--- config.mk ---
export PLATFORM = sky130hd
export DESIGN_NAME = issue_scoreboard_arbiter
export DESIGN_NICKNAME = d
export VERILOG_FILES = /design/src/rtl/issue_scoreboard_arbiter.sv
export SDC_FILE = /design/constraint.sdc
export NUM_CORES = 1
export LEC_CHECK = 0
export BUFFER_PORTS_ARGS = -buffer_cell sky130_fd_sc_hd__buf_2
export CELL_PAD_IN_SITES_DETAIL_PLACEMENT = 1
export CELL_PAD_IN_SITES_GLOBAL_PLACEMENT = 2
export CORE_MARGIN = 4
export CORE_UTILIZATION = 32
export CTS_CLUSTER_SIZE = 28
export DETAILED_ROUTE_END_ITERATION = 10
export PLACE_DENSITY_LB_ADDON = 0.1
export RECOVER_POWER = 25
export SLEW_MARGIN = 20
export SYNTH_ARGS = -nofsm -noshare
export SYNTH_HDL_FRONTEND = slang
export SYNTH_SLANG_ARGS = --single-unit
--- constraint.sdc ---
create_clock -name clk -period 8.1 [get_ports clk]
set_input_delay 0.81 -clock clk [delete_from_list [all_inputs] [get_ports clk]]
set_output_delay 0.81 -clock clk [all_outputs]
set_load 0.02 [all_outputs]
--- src/rtl/issue_scoreboard_arbiter.sv ---
// In-order multi-issue arbiter: picks the longest issuable prefix of the decode-queue head
// using a register scoreboard (RAW/WAW) and per-unit reservation-station credits.
module issue_scoreboard_arbiter #(
  parameter int MULTI_ISSUE   = 3,
  parameter int NUM_FU        = 8,
  parameter int STATION_DEPTH = 2,
  parameter int WB_PORTS      = 2,
  parameter int NUM_REGS      = 32,
  localparam int IW = $clog2(MULTI_ISSUE) + 1,
  localparam int SW = $clog2(NUM_FU)
) (
  input  logic                               clk,
  input  logic                               rst,
  input  logic                               stall_i,
  input  logic                               flush_i,
  input  logic [IW-1:0]                      queue_rdy_cnt_i,
  input  logic [MULTI_ISSUE-1:0][4:0]        queue_rd_i,
  input  logic [MULTI_ISSUE-1:0][4:0]        queue_rs1_i,
  input  logic [MULTI_ISSUE-1:0][4:0]        queue_rs2_i,
  input  logic [MULTI_ISSUE-1:0]             queue_has_rd_i,
  input  logic [MULTI_ISSUE-1:0]             queue_has_rs1_i,
  input  logic [MULTI_ISSUE-1:0]             queue_has_rs2_i,
  input  logic [MULTI_ISSUE-1:0][SW-1:0]     queue_station_i,
  input  logic [WB_PORTS-1:0]                wb_valid_i,
  input  logic [WB_PORTS-1:0][4:0]           wb_rd_i,
  input  logic [NUM_FU-1:0]                  fu_release_i,
  output logic [MULTI_ISSUE-1:0]             issue_en_o,
  output logic [IW-1:0]                      issue_cnt_o,
  output logic [NUM_REGS-1:0]                sb_busy_o,
  output logic                               credit_err_o
);

  // Wide enough to hold STATION_DEPTH+1 before saturation and any per-cycle issue count.
  localparam int CW = $clog2(STATION_DEPTH + MULTI_ISSUE + 1) + 1;

  logic [NUM_REGS-1:0]        r_sb, w_sb_nxt, w_pend;
  logic [NUM_FU-1:0][CW-1:0]  r_credit, w_credit_nxt, w_used;
  logic                       r_err, w_err_nxt;
  logic [MULTI_ISSUE-1:0]     w_en;
  logic [IW-1:0]              w_cnt;
  logic                       w_ok, w_blocked;
  logic [CW-1:0]              w_tmp;

  always_comb begin
    w_pend    = '0;
    w_used    = '0;
    w_en      = '0;
    w_cnt     = '0;
    w_ok      = 1'b0;
    w_blocked = rst | stall_i | flush_i;
    for (int i = 0; i < MULTI_ISSUE; i++) begin
      w_ok = !w_blocked && (IW'(i) < queue_rdy_cnt_i);
      // w_pend carries destinations of earlier issuing slots this cycle
      if (queue_has_rs1_i[i] && queue_rs1_i[i] != '0 &&
          (r_sb[queue_rs1_i[i]] || w_pend[queue_rs1_i[i]])) w_ok = 1'b0;
      if (queue_has_rs2_i[i] && queue_rs2_i[i] != '0 &&
          (r_sb[queue_rs2_i[i]] || w_pend[queue_rs2_i[i]])) w_ok = 1'b0;
      if (queue_has_rd_i[i] && queue_rd_i[i] != '0 &&
          (r_sb[queue_rd_i[i]] || w_pend[queue_rd_i[i]])) w_ok = 1'b0;
      if (r_credit[queue_station_i[i]] <= w_used[queue_station_i[i]]) w_ok = 1'b0;
      if (w_ok) begin
        w_en[i] = 1'b1;
        w_cnt   = w_cnt + IW'(1);
        w_used[queue_station_i[i]] = w_used[queue_station_i[i]] + CW'(1);
        if (queue_has_rd_i[i] && queue_rd_i[i] != '0) w_pend[queue_rd_i[i]] = 1'b1;
      end else begin
        w_blocked = 1'b1;
      end
    end
  end

  always_comb begin
    w_sb_nxt     = r_sb;
    w_credit_nxt = r_credit;
    w_err_nxt    = r_err;
    w_tmp        = '0;
    if (flush_i) begin
      w_sb_nxt = '0;
      for (int f = 0; f < NUM_FU; f++) w_credit_nxt[f] = CW'(STATION_DEPTH);
    end else begin
      for (int p = 0; p < WB_PORTS; p++)
        if (wb_valid_i[p]) w_sb_nxt[wb_rd_i[p]] = 1'b0;
      // issue-set is applied after wb-clear so it wins on the same register
      w_sb_nxt    = w_sb_nxt | w_pend;
      w_sb_nxt[0] = 1'b0;
      for (int f = 0; f < NUM_FU; f++) begin
        w_tmp = r_credit[f] - w_used[f] + {{(CW-1){1'b0}}, fu_release_i[f]};
        if (w_tmp > CW'(STATION_DEPTH)) begin
          w_credit_nxt[f] = CW'(STATION_DEPTH);
          w_err_nxt       = 1'b1;
        end else begin
          w_credit_nxt[f] = w_tmp;
        end
      end
    end
  end

  always_ff @(posedge clk or posedge rst) begin
    if (rst) begin
      r_sb  <= '0;
      r_err <= 1'b0;
      for (int f = 0; f < NUM_FU; f++) r_credit[f] <= CW'(STATION_DEPTH);
    end else begin
      r_sb     <= w_sb_nxt;
      r_credit <= w_credit_nxt;
      r_err    <= w_err_nxt;
    end
  end

  assign issue_en_o   = w_en;
  assign issue_cnt_o  = w_cnt;
  assign sb_busy_o    = r_sb;
  assign credit_err_o = r_err;

endmodule

==> impl_metrics.json, run 1 <==
{
  "status": "finished, violations left",
  "violations": "capacitance limit, slew limit, setup timing",
  "ys_ff_latch": 64,
  "hp-class": "reg -> reg",
  "max_stage_delay_ns": 0.53,
  "finalHoldViolCount": 0,
  "vias": 13900,
  "antenna_found_initial": 1,
  "final_util_pct": 46.6,
  "synthTopCellsByCount": "nand2_1, nor2_1, a21oi_1",
  "crit_slowest_cell": "fa_1",
  "firstDrtPassIters": 5,
  "gp_congestion": 0.978,
  "synth_edf_count": 0,
  "grt-ovfl-total": 0,
  "synth-seq-area-share_pct": 14.8,
  "clock_tree.root_cell": "clkbuf_16",
  "cts_buffer_depth": 2,
  "worstPathMaxFanout": 6,
  "cp.buffers_inverters": 9,
  "max-slew-margin-rel_pct": -166,
  "hpwl_um": 50100,
  "slew_violations": 65,
  "p_leak_nw": 6.66,
  "whs_ns": 0.561,
  "finalSetupViolCount": 17,
  "max-vdd-ir-drop_mv": 0.0755,
  "vias_per_cell": 6.12,
  "synth.distinct_cells": 93,
  "rows": 67,
  "drc_errors": 0,
  "worstMarginPinSlew_ns": 3.98,
  "synthMostInstantiatedCell": "nand2_1",
  "max-cap-violations": 1,
  "grt_pass1_vias": 14100,
  "grt_pass1_wl_um": 90600,
  "layout.cells.non_filler": 2280,
  "syn_to_final_growth_pct": 43.4,
  "initial_core_util_pct": 32.5,
  "grt_usage_pct": 32.6,
  "fin_crit_sh_pct": 107,
  "crit_required_ns": 8.35,
  "fin_crit_ns": 8.71,
  "die_area_um2": 37000,
  "yosysTopAreaCellShare_pct": 12.9,
  "synth.avg_cell_area_um2": 7.85,
  "insertedDiodeCount": 0,
  "io_buffers": 127,
  "clk_latency_ns": 0.36,
  "cts_buffers": 9,
  "io_pins": 129,
  "arrival_ns": 8.96,
  "p_total_mw": 1.24,
  "antenna_left": 0,
  "die_y_um": 192,
  "max_freq_mhz": 115,
  "wl_um": 61900,
  "ys_warn_count": 0,
  "path_common_cell": "ha_4",
  "grt_max_degree": 65,
  "clock_skew_ns": 0.0102,
  "endpoint_kind": "register",
  "core_area_um2": 33500,
  "die_w_um": 192,
  "cts_tree": "done",
  "synthArstFlopShare_pct": 100,
  "crit_type": "in -> reg",
  "rsz0062_at_grt": "yes",
  "synthCells": 1387,
  "yosys-top-cells-area": "dfrtp_1, mux4_2, ha_1",
  "setup_slack_ns": -0.607,
  "crit_path_start_kind": "input port",
  "crit_family": "simple AND/OR/NAND/NOR gates",
  "clk_pin_slew_ns": 0.06,
  "layout-drive-gt1-share_pct": 39.1,
  "dpl.cell_count": 2236,
  "wl_per_cell_um": 27.2,
  "synth.cell_area_um2": 10900,
  "num-nets-final": 1979,
  "clock-sinks": 64,
  "drtIter0Drc": 1223,
  "h-tree-depth": 3,
  "ys.flop_type": "dfrtp_1",
  "power_density_nw_per_um2": 79.6,
  "yosysTopAreaCell": "dfrtp_1"
}
==> sequential cells by signal, indices dropped and copies added, names as in the netlist <==
register	count
sb_busy_o	31
r_credit	32
credit_err_o	1
==> layout by cell type, fill, tap and decap left out, drive strengths merged, types with 19 or more instances in the layout <==
| master | count |
|---|---|
| o22ai | 27 |
| nor3 | 39 |
| mux2i | 36 |
| mux4 | 54 |
| nand3 | 29 |
| and3 | 19 |
| buf | 535 |
| ha | 54 |
| a31oi | 41 |
| dfrtp | 56 |
| o211ai | 20 |
| nor2 | 106 |
| nor2b | 22 |
| a21oi | 73 |
| nand2 | 135 |
| a22oi | 51 |
| nand4 | 62 |
| inv | 71 |
| o21ai | 37 |
| nor4 | 29 |
==> layer usage <==
layer	share of wire, %	GRT usage (%)	vias to the layer above
li1	-	-	6199
met1	40	40.6	6969
met2	49	56.4	625
met3	6.1	4.18	153
met4	4.9	14.4	0
met5	0	0	-
==> worst reg2reg max path, delay by kind of cell, from the launching register on <==
family / cells / cell delay, ns
adders and majority gates: 5 / 1.24
buffers and inverters: 7 / 0.73
AOI/OAI and AO/OA: 16 / 2.55
and+or+nand+nor: 12 / 2.74
DFF: 1 / 0.51
muxes: 2 / 0.72
==> final cells by class <==
type / count / area (um^2)
fill: 4119 / 17900
multi-input combinational: 1141 / 8900
timing repair buffer: 538 / 3970
sequential: 64 / 1610
tap: 448 / 561
inverter: 73 / 279
clock buffer: 11 / 233
clock inverter: 5 / 57.6
==> stage by stage <==
stage	area [um^2]	TNS, ns	setup WS (ns)
after global placement	14700	-11.78	-1.18
after floorplan	11100	-3.39	-0.728
after detailed placement	14700	-15.26	-1.39
after global routing	15600	-11.19	-1.10
final	15600	-2.29	-0.607
after CTS	15400	-0.913	-0.528
==> logic make-up (layout without fill, tap and decap cells) <==
| logic type | count (synthesis) | count (layout) | synth area share (%) |
|---|---|---|---|
| and+or+nand+nor | 550 | 550 | 26.8 |
| AOI/OAI and AO/OA | 373 | 373 | 24.2 |
| buffers and inverters | 198 | 627 | 7.71 |
| muxes | 105 | 105 | 16.1 |
| DFF | 64 | 64 | 14.8 |
| adders and majority gates | 62 | 62 | 7.68 |
| xor gates and xnor gates | 34 | 34 | 2.73 |
| other | 1 | 17 | 0.0344 |
==> what timing repair did <==
item                       4_1_cts  5_1_grt
gates resized for setup         56       47
cloned                           1        0
setup buffers                   21        8
hold buffers                     0        0
setup endpoints to repair       21       21
pin swaps                       25       15
==> path summary, 6_finish.rpt <==
kind | from | end | slack, ns | cells after the start
max in group asynchronous | rst | sb_busy_o[6] | 3.73 | 4
min in group asynchronous | rst | r_credit[26] | 2.09 | 4
min reg2reg | credit_err_o | credit_err_o | 0.56 | 1
min | credit_err_o | credit_err_o | 0.56 | 1
max | queue_rs2_i[1] | credit_err_o | -0.61 | 44
max reg2reg | sb_busy_o[16] | credit_err_o | -0.53 | 42
==> power breakdown <==
| group | total, mW | internal, mW | switching, mW |
|---|---|---|---|
| Clock | 0.414 | 0.238 | 0.176 |
| Sequential | 0.330 | 0.326 | 0.00425 |
| Combinational | 0.498 | 0.204 | 0.294 |
| Total | 1.24 | 0.768 | 0.474 |
Power figures use the tool's default switching activity.
==> run 2: changes to the inputs <==
- SETUP_SLACK_MARGIN: unset -> 0.05
==> run 2 against run 1 <==
Net effect: the run still ends with capacitance limit, slew limit, setup timing left; critical path depth increased by 1; design area about the same; register-to-register slack got worse by 0.09 ns; die area unchanged; flip-flop and latch count unchanged; hold slack got worse by 0.0036 ns; combinational power about the same; first-iteration DRC count decreased by 0.25%; sequential power about the same; via count increased by 0.37%; count of clock-buffer cells in the layout unchanged; clock skew decreased by 0.0021 ns.
==> impl_metrics.json, run 2 (synthesis results as in run 1) <==
{
  "status": "finished, violations left",
  "violations": "capacitance limit, slew limit, setup timing",
  "r2r_start": "sb_busy_o[16]",
  "placed_area_um2": 14700,
  "cts_buffers": 9,
  "endpoint_kind": "register",
  "met1_length_um": 25100,
  "setup_slack_ns": -0.695,
  "max-slew-margin-rel_pct": -166,
  "grt-ovfl-total": 0,
  "drtIter0Drc": 1220,
  "hp-class": "reg -> reg",
  "num-nets-final": 1981,
  "ff_latch_area_um2": 1610,
  "power_density_nw_per_um2": 79.5,
  "io_buffers": 127,
  "hold-path-cell-count": 1,
  "core_area_um2": 33500,
  "gp_congestion": 0.978,
  "path_common_cell": "ha_4",
  "rsz0062_at_grt": "yes",
  "max-cap-violations": 1,
  "crit_slowest_cell": "fa_1",
  "arrival_ns": 9.04,
  "finalHoldViolCount": 0,
  "antenna_found_initial": 1,
  "dpl.cell_count": 2236,
  "vias": 14000,
  "grt_max_degree": 65,
  "rows": 67,
  "vias_per_cell": 6.13,
  "worstMarginPinSlew_ns": 3.99,
  "largest-register": "r_credit",
  "layout_commonest_cell": "buf_4",
  "clock_tree.root_cell": "clkbuf_16",
  "n_fill_cell": 4125,
  "clk_latency_ns": 0.36,
  "grt_pass1_vias": 14100,
  "multi_input_area_um2": 8900,
  "routed.top_layer": "met4",
  "slew_violations": 65,
  "fin_crit_ns": 8.79,
  "die_y_um": 192,
  "cts_buffer_depth": 2,
  "cts_hold_buf": 0,
  "firstDrtPassIters": 5,
  "clk_pin_slew_ns": 0.06,
  "die_w_um": 192,
  "grt_usage_pct": 32.6,
  "largest_reg_flops": 32,
  "final_util_pct": 46.6,
  "wl_um": 61800,
  "syn_to_final_growth_pct": 43.5,
  "h-tree-depth": 3,
  "crit_required_ns": 8.35,
  "crit_path_start_kind": "input port",
  "final_cell_mix": "buf_4, nand2_1, buf_2",
  "clock-sinks": 64,
  "drc_errors": 0,
  "tns_ns": -4.38,
  "layout-drive-gt1-share_pct": 39.3,
  "antenna_left": 0,
  "hold_start": "credit_err_o",
  "clock_skew_ns": 0.00811,
  "finalSetupViolCount": 17,
  "crit_type": "in -> reg",
  "max-vdd-ir-drop_mv": 0.0762,
  "worstPathMaxFanout": 6,
  "r2r_slack_ns": -0.62,
  "io_pins": 129,
  "hold_end": "credit_err_o",
  "r2r_cells": 43,
  "max_stage_delay_ns": 0.53,
  "wl_per_cell_um": 27.1,
  "r2r_end": "credit_err_o",
  "hpwl_um": 50100,
  "max_freq_mhz": 114,
  "initial_core_util_pct": 32.5,
  "p_leak_nw": 6.66,
  "layout.cells.non_filler": 2282,
  "wl_met2_um": 29900,
  "design_area_um2": 15600,
  "die_area_um2": 37000,
  "wl_met3_um": 3440,
  "grt_pass1_wl_um": 90600,
  "fin_crit_sh_pct": 109,
  "insertedDiodeCount": 0,
  "cts_tree": "done",
  "p_total_mw": 1.24
}
[run 2: worst max-delay path by stage]
stage | from | slack, ns | endpoint
after floorplan | queue_rd_i[0] | -0.73 | credit_err_o
final | queue_rs2_i[1] | -0.69 | credit_err_o
after global routing | queue_rd_i[0] | -1.17 | credit_err_o
after CTS | queue_rs2_i[1] | -0.52 | credit_err_o
after detailed placement | queue_rd_i[0] | -1.39 | credit_err_o
after global placement | queue_rd_i[0] | -1.18 | credit_err_o
[run 2: report_power, final]
group | internal [mW] | switching [mW] | total (mW)
registers | 0.326 | 0.00423 | 0.330
clock network | 0.238 | 0.176 | 0.414
logic | 0.205 | 0.294 | 0.499
total | 0.769 | 0.474 | 1.24
[run 2: per-stage QoR]
stage / hold slack, ns / setup slack, ns
floorplan: 0.595 / -0.728
global placement: 0.529 / -1.18
detailed placement: 0.512 / -1.39
CTS: 0.536 / -0.515
global route: 0.568 / -1.17
finish: 0.558 / -0.695
[run 2: repair_timing]
item,CTS,global route
pin swaps,25,18
endpoints found under the hold margin,0,0
gates resized for setup,59,42
cloned,1,0
setup endpoints to repair,21,21
buffers inserted,22,8
[run 2: routing by layer]
metal  up-vias  GRT usage [%]
li1       6206              -
met1      7012           40.6
met2       608           56.4
met3       171           4.18
met4         0           14.4
met5         -              0
[run 2: final cells by class]
type	instances	area share (%)
clock buffers	11	1.49
clock inverters	5	0.368
inverters	73	1.79
multi-input cells	1141	57.0
flip-flops and latches	64	10.3
well taps	448	3.59
repair buffers	540	25.5
[run 2: worst max-delay path: cells and delay by family]
kind            cells  cell delay, ns
compound gates     16            2.58
simple gates       13            2.89
buf+inv             9            0.97
mux                 2            0.50
fa+ha+maj           5            1.25
==> run 3: changes to the inputs <==
- ABC_AREA: unset -> 1
- CORE_UTILIZATION: 32 -> 28
==> run 3 against run 2 <==
Net effect: clock skew fell by 0.0014 ns; synthesized area rose by 3.8%; critical path type unchanged; non-clock buffer count fell by 2; wire length rose by 20%; hold slack got worse by 0.046 ns; count of clock-buffer cells in the layout did not move; largest power group unchanged; sequential share of layout area fell by 0.52 points; first-iteration DRC count rose by 11%; flip-flop and latch count did not move; critical path depth rose by 11; combinational power rose by 8.8%; die area rose by 18%; the flow still finishes with violations (capacitance limit, slew limit, setup timing).
==> impl_metrics.json, run 3 <==
{
  "rows": 73,
  "endpoint_kind": "register",
  "yosys-top-cells-area": "nand2_1, dfrtp_1, nand3_1",
  "synthTopCellsByCount": "nand2_1, inv_1, nand3_1",
  "vias_per_cell": 5.56,
  "hp-class": "reg -> reg",
  "ys_warn_count": 0,
  "clk_pin_slew_ns": 0.06,
  "cts_hold_buf": 0,
  "io_pins": 129,
  "synth.distinct_cells": 51,
  "core_area_um2": 39800,
  "worstMarginPinSlew_ns": 4.04,
  "worstPathMaxFanout": 8,
  "die_area_um2": 43600,
  "clock_tree.root_cell": "clkbuf_16",
  "r2r_end": "credit_err_o",
  "max_stage_delay_ns": 0.35,
  "grt_util_met3_pct": 6.16,
  "synth-seq-area-share_pct": 14.3,
  "synth.cell_area_um2": 11300,
  "firstDrtPassIters": 5,
  "max-vdd-ir-drop_mv": 0.0658,
  "yosysTopAreaCellShare_pct": 17.4,
  "clk_latency_ns": 0.36,
  "yosysTopAreaCell": "nand2_1",
  "finalSetupViolCount": 1,
  "num-nets-final": 2661,
  "cts_buffer_depth": 2,
  "h-tree-depth": 3,
  "hpwl_um": 60400,
  "status": "finished, violations left",
  "synthMostInstantiatedCell": "nand2_1",
  "ys_ff_latch": 64,
  "die_w_um": 209,
  "max-slew-margin-rel_pct": -170,
  "drtIter0Drc": 1355,
  "max-cap-violations": 1,
  "crit_slowest_cell": "o21a_1",
  "slew_violations": 65,
  "r2r_slack_ns": -0.02,
  "crit_family": "simple AND/OR/NAND/NOR gates",
  "ys.flop_type": "dfrtp_1",
  "vias": 16900,
  "wl_um": 74000,
  "placed_area_um2": 15000,
  "fin_crit_sh_pct": 102,
  "synth.avg_cell_area_um2": 5.56,
  "cts_tree": "done",
  "max_freq_mhz": 122,
  "initial_core_util_pct": 28.4,
  "grt_max_degree": 65,
  "layout-drive-gt1-share_pct": 28.6,
  "grt_pass1_wl_um": 108000,
  "antenna_left": 0,
  "layout_commonest_cell": "nand2_1",
  "finalHoldViolCount": 0,
  "power_density_nw_per_um2": 80.0,
  "hold-path-cell-count": 1,
  "largest_reg_flops": 32,
  "cts_buffers": 9,
  "grt_usage_pct": 32.5,
  "crit_required_ns": 8.34,
  "largest-register": "r_credit",
  "syn_to_final_growth_pct": 45.7,
  "whs_ns": 0.512,
  "rsz0062_at_grt": "yes",
  "crit_type": "in -> reg",
  "gp_congestion": 0.999,
  "die_y_um": 209,
  "p_leak_nw": 8.23,
  "crit_path_start_kind": "input port",
  "drc_errors": 0,
  "design_area_um2": 16500,
  "hold_start": "credit_err_o",
  "final_cell_mix": "nand2_1, buf_4, nand3_1",
  "grt_pass1_vias": 17100,
  "r2r_cells": 61,
  "grt-ovfl-total": 0,
  "synthArstFlopShare_pct": 100,
  "synthCells": 2033,
  "violations": "capacitance limit, slew limit, setup timing",
  "cp.buffers_inverters": 13,
  "clock_skew_ns": 0.00669,
  "synth_edf_count": 0,
  "met2_usage_pct": 52.0,
  "arrival_ns": 8.47,
  "wl_per_cell_um": 24.3,
  "setup_slack_ns": -0.126,
  "fin_crit_ns": 8.23,
  "clock-sinks": 64,
  "io_buffers": 127,
  "path_common_cell": "nand2_1",
  "gr-max-usage-layer": "met2",
  "met1_usage_pct": 44.0,
  "antenna_found_initial": 1,
  "hold_end": "credit_err_o",
  "r2r_start": "sb_busy_o[17]"
}
-- run 3: changes by cell type in the layout (fill, tap and decap cells not counted), moves of 45 or more --
cell and change:
mux4_2 -52, nand2_1 +348, o21ai_0 +69, nand3_1 +228
a22oi_1 -45, nor2_1 +98, inv_1 +181, a21oi_1 +70
-- run 3: logic make-up after synthesis --
family	share of synthesized area (%)
simple gates	42.0
flops	14.3
compound gates	21.1
xor+xnor	1.86
buf+inv	13.3
other cells	0.0332
fa+ha+maj	7.40
-- run 3: layout make-up --
cell class,count,area [um^2]
fill,5431,23400
multi-input combinational,1618,8880
timing repair buffer,538,3950
sequential,64,1610
inverter,278,1050
tap,525,657
clock buffer,11,233
clock inverter,5,81.3
antenna,1,2.50
-- run 3: how the worst max path moves through the flow --
stage,start,slack [ns],cells past startpoint,to
floorplan,queue_rs1_i[0],0.07,53,credit_err_o
global placement,queue_rd_i[0],-1.13,61,credit_err_o
detailed placement,queue_rd_i[0],-1.45,61,credit_err_o
CTS,queue_rd_i[1],-0.19,58,credit_err_o
global route,queue_rd_i[0],-0.64,62,credit_err_o
finish,flush_i,-0.13,56,credit_err_o
-- run 3: layer usage --
metal	routed length (um)	vias up
met5	9	-
met4	2770	2
met3	5480	165
met2	33600	698
met1	32100	8272
li1	-	7755
-- run 3: per-stage QoR --
| stage | total power, mW | cells | setup slack (ns) | TNS [ns] | utilization (%) |
|---|---|---|---|---|---|
| finish | 1.32 | 3040 | -0.126 | -0.126 | 41.3 |
| global route | 1.38 | 3039 | -0.641 | -2.14 | 41.3 |
| CTS | 1.29 | 3016 | -0.188 | -0.188 | 39.9 |
| detailed placement | 0.808 | 2970 | -1.45 | -10.35 | 37.7 |
| global placement | 0.802 | 2970 | -1.13 | -4.63 | 37.7 |
| floorplan | 0.587 | 2049 | 0.0700 | 0 | - |
-- run 3: power by group --
part           internal (mW)  switching, mW
Combinational          0.204          0.339
Sequential             0.326        0.00438
Clock                  0.270          0.173
Total                  0.800          0.516
-- run 3: timing repair --
| action | CTS | global route |
|---|---|---|
| cloned | 2 | 0 |
| buffers inserted | 28 | 24 |
| gates resized for setup | 95 | 113 |
| pin swaps | 48 | 66 |
| endpoints found under the setup margin | 20 | 21 |
-- run 3: worst register-to-register path, delay by kind of cell, from the launching register on --
kind            cells  cell delay (ns)
xor+xnor            1             0.17
fa+ha+maj           5             1.29
simple gates       31             3.40
flops               1             0.47
compound gates     12             1.28
buf+inv            12             1.39
